==> config.mk <==
export PLATFORM = sky130hd
export DESIGN_NAME = mc_mem_bridge
export DESIGN_NICKNAME = d
export VERILOG_FILES = /design/src/rtl/mc_mem_bridge.sv
export SDC_FILE = /design/constraint.sdc
export NUM_CORES = 1
export LEC_CHECK = 0
export ABC_AREA = 0
export CAP_MARGIN = 20
export CORE_MARGIN = 5
export CORE_UTILIZATION = 41
export DETAILED_ROUTE_END_ITERATION = 6
export HOLD_SLACK_MARGIN = 0.06
export PLACE_DENSITY = 0.91
export SLEW_MARGIN = 20
export SYNTH_ARGS = -nofsm -noshare
export SYNTH_HDL_FRONTEND = slang
export SYNTH_SLANG_ARGS = --single-unit
==> constraint.sdc <==
create_clock -name clk -period 1.5 [get_ports clk]
set_input_delay 0.3 -clock clk [delete_from_list [all_inputs] [get_ports clk]]
set_output_delay 0.3 -clock clk [all_outputs]
set_load 0.03 [all_outputs]
==> src/rtl/mc_mem_bridge.sv <==
// rtl/mc_mem_bridge.sv - core-to-memory req/ack bridge; optional handshake timeout via `define MEM_TIMEOUT_EN
module mc_mem_bridge #(
   parameter int ADDR_W         = 32,
   parameter int DATA_W         = 32,
   parameter int TIMEOUT_CYCLES = 64
) (
   input  logic              clk,
   input  logic              rst,
   input  logic [ADDR_W-1:0] cpu_addr,
   input  logic [DATA_W-1:0] cpu_wdata,
   input  logic              cpu_we,
   input  logic              cpu_re,
   input  logic              err_clr,
   output logic [DATA_W-1:0] cpu_rdata,
   output logic              cpu_done,
   output logic              cpu_busy,
   output logic              err_misaligned,
   output logic              err_timeout,
   output logic              mem_req,
   output logic              mem_we,
   output logic [ADDR_W-1:0] mem_addr,
   output logic [DATA_W-1:0] mem_wdata,
   input  logic              mem_ack,
   input  logic [DATA_W-1:0] mem_rdata
);

   typedef enum logic [1:0] {S_IDLE, S_BUSY, S_DONE} state_t;

   state_t            state_q;
   logic [DATA_W-1:0] rdata_q;
   logic              done_q;
   logic              mis_q;
   logic              req_q;
   logic              we_q;
   logic [ADDR_W-1:0] addr_q;
   logic [DATA_W-1:0] wdata_q;
   logic              expire;

`ifdef MEM_TIMEOUT_EN
   localparam int CNT_W = $clog2(TIMEOUT_CYCLES + 1);

   logic [CNT_W-1:0] cnt_q;
   logic [CNT_W-1:0] cnt_d;
   logic             to_q;

   // Count BUSY cycles without ack; flag expiry on the last allowed cycle, clear when leaving BUSY.
   always_comb begin
      cnt_d  = '0;
      expire = 1'b0;
      if (state_q == S_BUSY && !mem_ack) begin
         if (cnt_q == CNT_W'(TIMEOUT_CYCLES - 1)) begin
            expire = 1'b1;
         end else begin
            cnt_d = cnt_q + CNT_W'(1);
         end
      end
   end

   // Timeout counter and sticky timeout flag; a new timeout beats err_clr at the same edge.
   always_ff @(posedge clk) begin
      if (rst) begin
         cnt_q <= '0;
         to_q  <= 1'b0;
      end else begin
         cnt_q <= cnt_d;
         if (expire) begin
            to_q <= 1'b1;
         end else if (err_clr) begin
            to_q <= 1'b0;
         end
      end
   end

   assign err_timeout = to_q;
`else
   // Without the timeout feature BUSY never expires; the parameter only matters when enabled.
   assign expire      = (TIMEOUT_CYCLES < 0);
   assign err_timeout = 1'b0;
`endif

   // Request sequencer: IDLE samples the core, BUSY waits for ack or expiry, DONE emits the pulse.
   always_ff @(posedge clk) begin
      if (rst) begin
         state_q <= S_IDLE;
         rdata_q <= '0;
         done_q  <= 1'b0;
         mis_q   <= 1'b0;
         req_q   <= 1'b0;
         we_q    <= 1'b0;
         addr_q  <= '0;
         wdata_q <= '0;
      end else begin
         done_q <= 1'b0;
         if (err_clr) begin
            mis_q <= 1'b0;
         end
         case (state_q)
            S_IDLE: begin
               if (cpu_we || cpu_re) begin
                  if (cpu_addr[1:0] == 2'b00) begin
                     addr_q  <= {cpu_addr[ADDR_W-1:2], 2'b00};
                     wdata_q <= cpu_wdata;
                     we_q    <= cpu_we;
                     req_q   <= 1'b1;
                     state_q <= S_BUSY;
                  end else begin
                     mis_q   <= 1'b1;
                     done_q  <= 1'b1;
                     state_q <= S_DONE;
                  end
               end
            end
            S_BUSY: begin
               if (mem_ack || expire) begin
                  if (!we_q) begin
                     rdata_q <= mem_ack ? mem_rdata : {DATA_W{1'b1}};
                  end
                  req_q   <= 1'b0;
                  we_q    <= 1'b0;
                  done_q  <= 1'b1;
                  state_q <= S_DONE;
               end
            end
            S_DONE: begin
               state_q <= S_IDLE;
            end
            default: begin
               state_q <= S_IDLE;
            end
         endcase
      end
   end

   assign cpu_rdata      = rdata_q;
   assign cpu_done       = done_q;
   assign cpu_busy       = (state_q != S_IDLE);
   assign err_misaligned = mis_q;
   assign mem_req        = req_q;
   assign mem_we         = we_q;
   assign mem_addr       = addr_q;
   assign mem_wdata      = wdata_q;

endmodule

==> results_dict.tcl <==
set metrics [dict create \
    critPathArrivalTime_ps 1140 \
    synth_xor_xnor_area_share_pct 0 \
    cp_cell_sequence "dlygate4sd2_1" \
    num_vias 3626 \
    flow.area_growth_from_synthesis_pct 49.62 \
    grt_overflow_total 0 \
    timing.setup.critical_path_class "flip-flop to output pin" \
    final-setup-viol-count 0 \
    power.density_cell_area_nw_per_um2 865.6 \
    total_switching_power_w 0.001471 \
    worst_setup_hold_path_clk_slew_ps 90 \
    critPathLaunchType "flip-flop" \
    layout.nets 734 \
    drt_pre_antenna_iters 4 \
    top_delay_family_on_crit_path "buffers and inverters" \
    antenna_found_initial 0 \
    route.met3.wl_um 1056 \
    share_clk_of_total_power_pct 29.6 \
    sw_frac_of_total_pct 26.70 \
    final-max-slew-violation-count 0 \
    rr_worst_depth 4 \
    synthAdderAreaFrac_pct 0 \
    tritoncts_num_sinks 100 \
    grt_pass1_wl_um 18240 \
    rsz0062_at_grt "false" \
    hold_worst_slack_ps 324.2 \
    fp-row-count 37 \
    synth_area_leader_cell "sky130_fd_sc_hd__dfxtp_1" \
    sequential_element_share_of_the_synthesized_area_pct 47.06 \
    finalClockSkew_ps 7.546 \
    holdPathStages 2 \
    cts_htree_levels 3 \
    io-pin-count 204 \
    cts_tree "done" \
    comb_power_share_pct 19.1 \
    cp_slowest_stage_delay_ps 420 \
    clock-root-buffer "sky130_fd_sc_hd__clkbuf_8" \
    leakagePower_nw 2.709 \
    synth.most_common_cell "sky130_fd_sc_hd__nand2b_1" \
    cap_violations 0 \
    synth.distinct_cells 22 \
    port_buffers 200 \
    ir_worst_vdd_mv 0.5796 \
    seq_power_share_pct 51.3 \
    final_hold_viol_count 0 \
    post_synth_instance_area_um2 4254 \
    routedLengthMet1_um 4401 \
    cts-buffers-inserted 9 \
    postLayoutSetupSlackWorst_ps 64.98 \
    finalWorstPathRequiredPeriod_ps 1435 \
    die_h_um 111.9 \
    avgSynthCellArea_um2 9.625 \
    floorplan.initialDensity_pct 41.58 \
    largest_net_degree_at_the_start_of_global_routing 69 \
    worstSetupEndpointType "output pin" \
    synth_top_family_by_area "simple AND/OR/NAND/NOR gates" \
    drt-vias-per-instance 4.691 \
    finalCoreUtilization_pct 62.21 \
    holdBufCountCts 0 \
    fillers 859 \
    postSynth.topFlopCell "sky130_fd_sc_hd__dfxtp_1" \
    die_w_um 111.9 \
    insertion_delay_ps 350 \
    synth_compound_area_share_pct 4.471 \
    layout-drive-gt1-share_pct 5.808 \
    yosysTopAreaCellShare_pct 47.06 \
    worst-path-max-fanout 2 \
    intPower_w 0.004039 \
    detail_route.wl_per_cell_um 14.42 \
    routed.top_layer "met4" \
    dp.final_hpwl_um 8572 \
    holdCritPathClass "input port to flip-flop" \
    synth-edff-count 0 \
    routabilityCongestion 0.7778 \
    drt-initial-drc-count 175 \
    synth.top_cells.by_area "sky130_fd_sc_hd__dfxtp_1 (47%), sky130_fd_sc_hd__nand2b_1 (18%), sky130_fd_sc_hd__mux2i_1 (15%)" \
    crit_required_ps 1200 \
    detail_route.wirelength_um 11150 \
    postSynth.asyncResetShare_pct 0 \
    synth.mux.area_fraction_pct 14.82 \
    timing.critical_path.depth 1 \
    postSynthCellCount 442 \
    grt_pass1_vias 3759 \
    core_area_um2 10230 \
    grt_util_all_layers_pct 17.63 \
    min_period_over_period_pct 95.67 \
    detailedPlace.worstSlack_ps -287.1 \
    final_antenna_net_count 0 \
    detailroute.wirelength.met2_um 5559 \
    run_status "completed" \
    num_antenna_cells 0 \
    ys_seq_elements 100 \
    design.die.area_um2 12510 \
    path_buf_inv 1 \
    yosysWarningCount 0 \
    number_of_remaining_drc_errors 0 \
    netlist_top_cells_count "sky130_fd_sc_hd__nand2b_1 (125), sky130_fd_sc_hd__dfxtp_1 (100), sky130_fd_sc_hd__nand2_1 (66)" \
    fmax_ghz 0.6969 \
    fraction_of_the_mapped_netlist_area_in_simple_logic_gates_pct 26.62 \
    critical-path-slowest-cell "sky130_fd_sc_hd__dlygate4sd2_1" \
    clock_path_buffers 2 \
]
==> state kept, by name, indices dropped and copies added (netlist names) <==
name,count
cpu_done,1
cpu_rdata,32
err_misaligned,1
mem_addr,30
mem_req,1
mem_wdata,32
mem_we,1
state_q,2
==> logic make-up after synthesis <==
| kind of cell | after synthesis |
|---|---|
| buf+inv | 37 |
| flops | 100 |
| mux | 63 |
| compound gates | 37 |
| simple gates | 204 |
| other cells | 1 |
==> layout by cell type (no fill, tap or decap), types with 2 or more instances in the layout <==
| cell | synthesis | layout |
|---|---|---|
| sky130_fd_sc_hd__clkbuf_8 | 0 | 12 |
| sky130_fd_sc_hd__dfxtp_1 | 100 | 99 |
| sky130_fd_sc_hd__buf_4 | 5 | 10 |
| sky130_fd_sc_hd__a211oi_1 | 2 | 2 |
| sky130_fd_sc_hd__buf_12 | 6 | 5 |
| sky130_fd_sc_hd__a21oi_1 | 35 | 35 |
| sky130_fd_sc_hd__clkinvlp_4 | 0 | 2 |
| sky130_fd_sc_hd__conb_1 | 1 | 3 |
| sky130_fd_sc_hd__clkdlybuf4s50_1 | 0 | 100 |
| sky130_fd_sc_hd__nand2_1 | 66 | 66 |
| sky130_fd_sc_hd__dlygate4sd2_1 | 0 | 97 |
| sky130_fd_sc_hd__nand3b_1 | 4 | 4 |
| sky130_fd_sc_hd__mux2i_1 | 63 | 63 |
| sky130_fd_sc_hd__nand2b_1 | 125 | 125 |
| sky130_fd_sc_hd__nor2_1 | 2 | 2 |
==> routing by layer <==
layer | GRT usage (%) | vias to the layer above
li1 | - | 1796
met1 | 19.33 | 1682
met2 | 31.14 | 136
met3 | 7.717 | 12
met4 | 4.542 | 0
met5 | 0 | -
==> power groups by stage <==
stage                     Sequential, W  Clock (W)  Combinational [W]
after CTS                       0.00283    0.00169            0.00107
final                           0.00283    0.00163            0.00105
after detailed placement        0.00289          0            0.00113
after global placement          0.00288          0            0.00111
after floorplan                 0.00309          0           0.000401
after global routing            0.00284    0.00183            0.00112
==> what timing repair did <==
action                     4_1_cts  5_1_grt
buffers inserted                 0        0
setup endpoints to repair       98        2
gates resized for setup         98        3
==> path summary, 6_finish.rpt <==
check,end,from,slack [ps]
max reg2reg,mem_wdata[18],state_q[0],120
min reg2reg,cpu_rdata[15],cpu_rdata[15],460
max,cpu_rdata[1],cpu_rdata[1],60
min,mem_req,rst,320
==> per-stage QoR <==
step | power, W | instance area, um2 | TNS [ps] | cells
floorplan | 0.003490 | 4262 | 0 | 444
global placement | 0.003996 | 6301 | -14160 | 757
detailed placement | 0.004025 | 6301 | -17740 | 757
CTS | 0.005580 | 6367 | 0 | 773
global route | 0.005790 | 6365 | 0 | 773
finish | 0.005510 | 6365 | 0 | 773
==> final cells by class <==
type | count | area (um2) | share of cell area [%]
Multi-Input combinational cell | 307 | 1968 | 30.92
Clock buffer | 13 | 168.9 | 2.654
Inverter | 1 | 3.754 | 0.05897
Clock inverter | 3 | 20.02 | 0.3145
Tap cell | 136 | 170.2 | 2.673
Timing Repair Buffer | 213 | 2031 | 31.90
Sequential cell | 100 | 2003 | 31.47
Power figures use the tool's default switching activity.
